===== src/rtl/row_sum_pkg.sv =====
// Shared types and constants for the row_sum_sequencer controller slice.
package row_sum_pkg;

  typedef enum logic [1:0] {
    IDLE  = 2'd0,
    ISSUE = 2'd1,
    DRAIN = 2'd2,
    DONE  = 2'd3
  } state_e;

  // Half an LSB of led_byte, added on the final load when rounding is enabled.
  localparam int unsigned ROUND_ADD = 128;
  // Bit position of the first led_byte bit within total.
  localparam int unsigned LED_LSB   = 8;

endpackage


===== src/rtl/row_sum_sequencer_valid_delay_line.sv =====
// valid_delay_line: PIPE_LAT-deep valid shift register mirroring the adder-tree
// pipeline. tap_o marks the cycle in which the tree's sum_in belongs to an
// issued row. empty_o reports that no row remains outstanding once the current
// tap has been consumed, so the controller can finish on the same edge as the
// final accumulate.
module valid_delay_line #(
  parameter int unsigned PIPE_LAT = 3
) (
  input  logic clk,
  input  logic rst,
  input  logic clear_i,
  input  logic in_i,
  output logic tap_o,
  output logic empty_o
);

  logic [PIPE_LAT-1:0] dl_q;
  logic [PIPE_LAT-1:0] dl_d;

  // Next contents: shift in the new valid, or wipe everything on clear.
  always_comb begin
    dl_d = '0;
    if (!clear_i) begin
      dl_d[0] = in_i;
      for (int unsigned i = 1; i < PIPE_LAT; i++) begin
        dl_d[i] = dl_q[i-1];
      end
    end
  end

  // Register the shift stages.
  always_ff @(posedge clk) begin
    if (rst) begin
      dl_q <= '0;
    end else begin
      dl_q <= dl_d;
    end
  end

  assign tap_o   = dl_q[PIPE_LAT-1];
  assign empty_o = ~|dl_d;

endmodule


===== src/rtl/row_sum_sequencer.sv =====
// row_sum_sequencer: issues ROWS rows to the 8-lane adder tree, accumulates
// the returned per-row sums and hands the total to the consumer via
// result_valid/result_ready.
// Build option: define ROW_SUM_ROUND_EN to add ROUND_ADD to the final total so
// that led_byte is rounded to nearest instead of truncated.
module row_sum_sequencer
  import row_sum_pkg::*;
#(
  parameter int unsigned ROWS     = 32,
  parameter int unsigned AW       = 5,
  parameter int unsigned PIPE_LAT = 3,
  parameter int unsigned SUM_W    = 32,
  parameter int unsigned ACC_W    = 32
) (
  input  logic             clk,
  input  logic             rst,
  input  logic             start,
  output logic [AW-1:0]    row_addr,
  output logic             row_valid,
  input  logic [SUM_W-1:0] sum_in,
  output logic             busy,
  output logic             result_valid,
  input  logic             result_ready,
  output logic [ACC_W-1:0] total,
  output logic [7:0]       led_byte
);

  state_e           state_q, state_d;
  logic [AW-1:0]    addr_q, addr_d;
  logic [ACC_W-1:0] acc_q, acc_d, acc_sum;
  logic [ACC_W-1:0] total_q, total_d;
  logic             enter_issue;
  logic             last_row;
  logic             tap;
  logic             dl_empty;

  valid_delay_line #(
    .PIPE_LAT (PIPE_LAT)
  ) u_valid_delay_line (
    .clk     (clk),
    .rst     (rst),
    .clear_i (enter_issue),
    .in_i    (row_valid),
    .tap_o   (tap),
    .empty_o (dl_empty)
  );

  assign last_row = (addr_q == AW'(ROWS - 1));

  // Run sequencing; DONE with result_ready and start re-enters ISSUE directly.
  always_comb begin
    state_d     = state_q;
    enter_issue = 1'b0;
    case (state_q)
      IDLE: begin
        if (start) begin
          state_d     = ISSUE;
          enter_issue = 1'b1;
        end
      end
      ISSUE: begin
        if (last_row) begin
          state_d = DRAIN;
        end
      end
      DRAIN: begin
        if (dl_empty) begin
          state_d = DONE;
        end
      end
      DONE: begin
        if (result_ready) begin
          if (start) begin
            state_d     = ISSUE;
            enter_issue = 1'b1;
          end else begin
            state_d = IDLE;
          end
        end
      end
      default: state_d = IDLE;
    endcase
  end

  // Row address, accumulator and result register next-state.
  // The DRAIN->DONE load uses acc_sum so the final tap lands in total on the
  // same edge it is accumulated.
  always_comb begin
    addr_d = addr_q;
    if (enter_issue) begin
      addr_d = '0;
    end else if (state_q == ISSUE && !last_row) begin
      addr_d = addr_q + AW'(1);
    end

    acc_sum = acc_q + (tap ? ACC_W'(sum_in) : '0);
    acc_d   = enter_issue ? '0 : acc_sum;

    total_d = total_q;
    if (state_q == DRAIN && dl_empty) begin
`ifdef ROW_SUM_ROUND_EN
      total_d = acc_sum + ACC_W'(ROUND_ADD);
`else
      total_d = acc_sum;
`endif
    end
  end

  // Controller state registers.
  always_ff @(posedge clk) begin
    if (rst) begin
      state_q <= IDLE;
      addr_q  <= '0;
      acc_q   <= '0;
      total_q <= '0;
    end else begin
      state_q <= state_d;
      addr_q  <= addr_d;
      acc_q   <= acc_d;
      total_q <= total_d;
    end
  end

  assign row_addr     = addr_q;
  assign row_valid    = (state_q == ISSUE);
  assign busy         = (state_q != IDLE);
  assign result_valid = (state_q == DONE);
  assign total        = total_q;
  assign led_byte     = total_q[LED_LSB +: 8];

endmodule


===== config.mk =====
export PLATFORM = sky130hd
export DESIGN_NAME = row_sum_sequencer
export DESIGN_NICKNAME = d
export VERILOG_FILES = /design/src/rtl/row_sum_pkg.sv /design/src/rtl/row_sum_sequencer_valid_delay_line.sv /design/src/rtl/row_sum_sequencer.sv
export SDC_FILE = /design/constraint.sdc
export NUM_CORES = 1
export LEC_CHECK = 0
export BUFFER_PORTS_ARGS = -buffer_cell sky130_fd_sc_hd__buf_2
export CORE_AREA = 2 2 151 79
export CTS_CLUSTER_SIZE = 20
export DETAILED_ROUTE_END_ITERATION = 6
export DIE_AREA = 0 0 153 81
export HOLD_SLACK_MARGIN = 0.06
export PLACE_DENSITY = 0.61
export SLEW_MARGIN = 10
export SYNTH_ARGS = -nofsm -noshare
export SYNTH_HDL_FRONTEND = slang
export SYNTH_SLANG_ARGS = --single-unit

===== constraint.sdc =====
create_clock -name clk -period 3.85 [get_ports clk]
set_input_delay 0.5775 -clock clk [delete_from_list [all_inputs] [get_ports clk]]
set_output_delay 0.5775 -clock clk [all_outputs]
set_load 0.05 [all_outputs]

==> results of run 1 <==
per-layer routing:
metal  GRT usage  vias to the layer above  routed length, um
li1            -                     2307                  -
met1       0.387                     2205               7940
met2       0.318                      201               5380
met3      0.0640                       10               1420
met4      0.0556                        0                106
met5           0                        -                  0
cell type report:
cell class / instances / share of cell area
multi-input combinational: 479 / 0.559
sequential: 74 / 0.263
timing repair buffer: 88 / 0.0804
clock buffer: 9 / 0.0400
tap: 150 / 0.0333
clock inverter: 7 / 0.0167
inverter: 12 / 0.00800
where the power goes:
group / leakage (nW) / internal (mW) / switching [mW]
combinational: 1.77 / 0.186 / 0.499
clock: 0.151 / 0.566 / 0.347
sequential: 0.597 / 0.809 / 0.0312
total: 2.51 / 1.56 / 0.877
state kept, by name, indices dropped and copies added, names as in the netlist:
signal / flops
u_valid_delay_line.dl_q: 3
state_q: 2
acc_q: 32
row_addr: 5
total: 32
synthesized netlist by cell type (all sizes together), types with 15 or more instances:
master	count	area share
dfxtp	74	0.30
a21oi	60	0.062
nand2	52	0.040
nor2	51	0.039
and2	43	0.055
ha	38	0.098
nand3	31	0.033
clkbuf	24	0.019
o21ai	24	0.025
nor3	21	0.022
buf	17	0.021
nand4	15	0.019
xor2	15	0.027
worst max-delay path, stage by stage (launching register included):
cell,delay (ns)
dfxtp_1,0.31
buf_4,0.20
and2_1,0.17
ha_1,0.21
fa_1,0.44
a211oi_2,0.27
o21bai_2,0.16
a311oi_4,0.40
o2111ai_4,0.21
nand3_2,0.17
a2111oi_2,0.08
a311o_1,0.33
metrics by stage:
step | util | worst slack (ns)
after floorplan | - | 0.968
after global placement | 0.470 | 0.691
after detailed placement | 0.470 | 0.653
after CTS | 0.498 | 0.769
after global routing | 0.498 | 0.593
final | 0.498 | 0.785
how the worst min path moves through the flow:
stage | startpoint | endpoint | slack (ns)
detailed placement | total[7] | total[7] | 0.44
global route | total[21] | total[21] | 0.47
finish | total[7] | total[7] | 0.45
global placement | u_valid_delay_line.dl_q[0] | u_valid_delay_line.dl_q[1] | 0.44
floorplan | u_valid_delay_line.dl_q[0] | u_valid_delay_line.dl_q[1] | 0.43
CTS | total[7] | total[7] | 0.45
cells by family after synthesis:
kind of cell             Yosys count
XOR/XNOR                          19
multiplexers                       4
AND/OR/NAND/NOR                  251
buffers and inverters             53
flip-flops                        74
AO/OA/AOI/OAI                    166
adder cells (fa/ha/maj)           39
==> metrics.md, run 1 <==
| Metric | Value |
|---|---|
| TritonRoute pass-1 iters | 5 |
| Run status | completed |
| CTS tree | done |
| H-tree depth | 3 |
| Routed wire length | 14,800 um |
| Site Rows | 28 |
| FFs w/ async S/R, synth | 0 |
| Post-synthesis mux area share | 0.00823 |
| CORE AREA | 0.0113 sq mm |
| Hold WS | 0.448 ns |
| Slew @ Worst Pin | between 0.8 and 0.9 ns |
| Final Power | between 2 and 2.5 mW |
| Initial DRC count | between 300 and 400 |
| Sum Neg Setup Slack | 0 ns |
| Synth Area in Simple Gates | 0.263 |
| Clock-pin slew on the worst setup and hold paths | 0.06 ns |
| Top FF cell, synth | dfxtp_1 |
| Fin nets | 739 |
| Finished Layout Cells | 819 |
| R2R depth | 11 |
| GRT Util Overall | 0.244 |
| Post-CTS Repair Setup Buffers | 0 |
| Yosys reg bits | 74 |
| # hold bufs at CTS | 0 |
| Worst Hold Depth | 2 |
| Commonest cells after routing, fill and taps aside | buf_2 (83), dfxtp_1 (74), a21oi_1 (60) |
| Synth cell types | 63 |
| P&R area growth vs syn | 15.8% |
| Io pins | 84 |
| Detail Placement HPWL | 11,300 um |
| Worst Hold Class | flop to flop |
| Port Buffers | 83 |
| Largest net degree at the start of global routing | slightly above 50 |
| Setup violations, final | 0 |
| Worst reg2reg endpoint | total[30] |
| Synthesized area per cell | 8.03 sq um |
| Post-route cell area | 0.00563 sq mm |
| Arrival time at the worst endpoint | 3.30 ns |
| # diodes | 0 |
| Vias in the first global route | 4,286 |
| Crit path launch type | flop |
| Max Slew Vio Count | 0 |
| Cts bufs inserted | 9 |
| R2R setup slack | 0.79 ns |
| Global route overflow | 0 |
| Critical path class | flop to flop |
| Final worst-path cycle share | 0.796 |
| Critical Path Sink | total[30] |
| Max Cap Viol | 0 |
| Die width | 153 um |
| Post-synthesis cell count | 606 |
| Relative slew slack | 0.404 |
| Reg2reg start | u_valid_delay_line.dl_q[2] |
| Synth Cell Area | 0.00486 sq mm |
| Adder-cell share of the synthesized area | 0.102 |
| Share of cells above drive strength 1 | 0.181 |
| Peak supply drop | 0.460 mV |
| Die height | about 81 um |
| Area of the multi-input gates | 0.00315 sq mm |
| Routed len/inst | 18.1 um |
| Initial Util | 0.430 |
| DRC viols | 0 |
| Filler Cell Count | 1,089 |
| RePlAce Congestion | between 0.9 and 1 |
| Post-synth EDFFs | 0 |
| XOR/XNOR share of the synthesized area | 0.0342 |
| Post-synthesis compound-gate area fraction | 0.240 |
| PD cells | 433 mW/mm^2 |
| First-pass GRT wire length | between 20,000 and 25,000 um |
| Crit end category | flop |
| Final worst path period need | 3.06 ns |
| Root Driver | clkbuf_16 |
| Combinational family with the most area after synthesis | simple AND/OR/NAND/NOR gates |
| Commonest non-fill, non-tap cell in the layout | buf_2 |
| Highest net fanout along the worst path | 25 |
| Final Skew | 0.00670 ns |
| Post-CTS sizing | 0 |
| Unrepaired setup endpoints after global routing | no |
| Longest Clk Path Bufs | 2 |
| Antenna violations before repair | 0 |
| Vias post-DR | roughly 4,700 |
| Hold Fails Final Rpt | 0 |
| Yosys warns | 0 |
| Post-route ant nets | 0 |
| Worst Setup SP | u_valid_delay_line.dl_q[2] |
| DIE AREA | 0.0124 sq mm |
| Total area of sequential cells | 0.00148 sq mm |
| Vias per Instance | 5.77 |
| Sequential area share after synthesis | 0.305 |
| DP Cell Count | ~800 |
| CTS Sinks | 74 |
| Post-place instance area | between 0.005 and 0.006 sq mm |
| Maximum clock rate | 326 MHz |
| Leakage power | between 2 and 3 nW |
| Syn_nets | 681 |
| Skew-Pair Late Insertion Delay | approximately 0.34 ns |
| Worst endpoint required time | 4.08 ns |
No activity file was read; power rests on OpenSTA's default activity.
==> inputs of run 2 (changes only) <==
PLACE_DENSITY = 0.64   (was 0.61)
clock period = 2.5 ns   (was 3.85 ns; I/O delays follow)
==> metrics.md, run 2 (synthesized netlist as in run 1, its figures left out) <==
| Metric | Value |
|---|---|
| Max stage delay on crit path | around 0.39 ns |
| Maximum clock rate | roughly 380 MHz |
| DIE AREA | around 0.012 sq mm |
| CP most frequent cell | nand2_1 |
| Largest net degree at the start of global routing | 26 |
| Fin nets | 845 |
| Leakage power | roughly 3.1 nW |
| Cell-by-cell trace of the critical path | buf_12, and2_4, ha_4, nand2_1, o211ai_1, nand2_1, a22oi_2, nand3_4, and3_1, a311o_1 |
| Crit end category | flop |
| Crit path launch type | flop |
| Worst path slowest cell | o211ai_1 |
| Hold Fails Final Rpt | 0 |
| Total area of sequential cells | 0.00149 sq mm |
| M1 GR Usage | 0.417 |
| RePlAce Congestion | 0.947 |
| DRC viols | 0 |
| Arrival time at the worst endpoint | 2.88 ns |
| Final worst path period need | between 2 and 3 ns |
| Highest net fanout along the worst path | 19 |
| CTS Sinks | 74 |
| GR peak layer | met1 |
| Worst Hold Class | input port to flop |
| Slew @ Worst Pin | 0.551 ns |
| Detail Placement HPWL | roughly 13,000 um |
| Commonest cells after routing, fill and taps aside | buf_4 (105), buf_2 (83), dfxtp_1 (73) |
| Filler Cell Count | 988 |
| PD cells | 566 mW/mm^2 |
| Clock power share | 0.346 |
| Initial DRC count | 504 |
| CORE AREA | approximately 0.011 sq mm |
| Met2 Usage GRT | 0.393 |
| Clock-pin slew on the worst setup and hold paths | 0.07 ns |
| Share of cells above drive strength 1 | 0.422 |
| CTS tree | done |
| Relative slew slack | 0.632 |
| Routed len/inst | 19.3 um |
| Setup violations, final | 17 |
| # diodes | 0 |
| Port Buffers | 83 |
| Internal power | 2.53 mW |
| Final worst-path cycle share | 1.06 |
| Area of the multi-input gates | 0.00377 sq mm |
| Antenna violations before repair | 0 |
| Vias in the first global route | around 5,000 |
| Hold WS | roughly 0.42 ns |
| TritonRoute pass-1 iters | 5 |
| Post-place instance area | 0.00610 sq mm |
| Vias post-DR | 5,314 |
| Die width | 153 um |
| Initial Util | 0.430 |
| P&R area growth vs syn | 46.2% |
| Routed wire length | 17,800 um |
| Sequential power share | 0.324 |
| Crit path setup slack, layout | -0.146 ns |
| GRT Util Overall | 0.285 |
| Max Slew Vio Count | 0 |
| Max Cap Viol | 0 |
| Post-route ant nets | 0 |
| Root Driver | clkbuf_16 |
| Skew-Pair Late Insertion Delay | 0.35 ns |
| Longest Clk Path Bufs | 2 |
| Sw power | 1.49 mW |
| Unrepaired setup endpoints after global routing | yes |
| Io pins | between 80 and 90 |
| Commonest non-fill, non-tap cell in the layout | buf_4 |
| Switching Share | 0.372 |
| Peak supply drop | 0.670 mV |
| Combinational power share | 0.331 |
| GRT met3 Usage | 0.100 |
| Global route overflow | 0 |
| H-tree depth | 3 |
| Final Power | a little over 4 mW |
| Die height | 81 um |
| Worst endpoint required time | 2.74 ns |
| Site Rows | 28 |
| Final core occ | 0.628 |
| Failing checks | setup timing |
| Post-route cell area | 0.00711 sq mm |
| Final Skew | roughly 0.0091 ns |
| First-pass GRT wire length | 27,100 um |
| Critical path class | flop to flop |
| Cts bufs inserted | 9 |
| Run status | complete, but fails checks |
| Vias per Instance | 5.74 |
## run 2: changes by cell type in the layout (fill, tap and decap cells not counted), moves of 11 or more
cell | before | now
ha_4 | 0 | 16
and2_4 | 0 | 11
ha_1 | 38 | 19
a21oi_2 | 0 | 19
a21oi_1 | 60 | 41
and2_1 | 43 | 32
buf_4 | 5 | 105
## run 2: worst max-delay path, delay by kind of cell, from the launching register on
family	cells	cell delay (ns)
adder cells (fa/ha/maj)	1	0.29
AND/OR/NAND/NOR	5	0.75
AO/OA/AOI/OAI	3	0.96
flip-flops	1	0.38
buffers and inverters	1	0.16
## run 2: area by class of cell
cell class                      instances  share of cell area
Sequential cell                        74               0.209
Clock inverter                          6              0.0104
Clock buffer                           10              0.0336
Inverter                               12             0.00633
Tap cell                              150              0.0264
Multi-Input combinational cell        479               0.531
Timing Repair Buffer                  194               0.184
## run 2: through the flow
stage	instances	setup TNS (ns)	setup slack [ns]
2_1_floorplan	606	-0.198	-0.118
3_3_place_gp	899	-3.15	-0.172
3_5_place_dp	899	-4.48	-0.249
4_1_cts	921	-0.467	-0.103
5_1_grt	925	-3.84	-0.248
6_report	925	-0.857	-0.146
## run 2: worst paths after layout
check | startpoint | to | slack, ns | cells after the start
hold / removal | rst | total[6] | 0.42 | 2
setup / recovery | u_valid_delay_line.dl_q[2] | total[30] | -0.15 | 10
hold reg to reg | total[7] | total[7] | 0.46 | 2
setup reg to reg | u_valid_delay_line.dl_q[2] | total[30] | -0.15 | 10
## run 2: per-layer routing
layer  vias up  part of all wire
met5         -                 0
met2       239              0.40
met1      2533              0.48
li1       2513                 -
met3        29              0.11
met4         0             0.014
## run 2: power groups by stage
stage	Clock [mW]	Combinational (mW)	Sequential, mW
after CTS	1.40	1.27	1.30
after floorplan	0	0.696	1.41
final	1.39	1.33	1.30
after detailed placement	0	1.23	1.32
after global placement	0	1.19	1.32
after global routing	1.45	1.42	1.31
## run 2: timing repair
action | 4_1_cts | 5_1_grt
endpoints found under the hold margin | 0 | 0
buffers inserted | 6 | 4
endpoints found under the setup margin | 39 | 45
hold buffers | 0 | 0
resized for setup | 57 | 72
pin swaps | 29 | 29
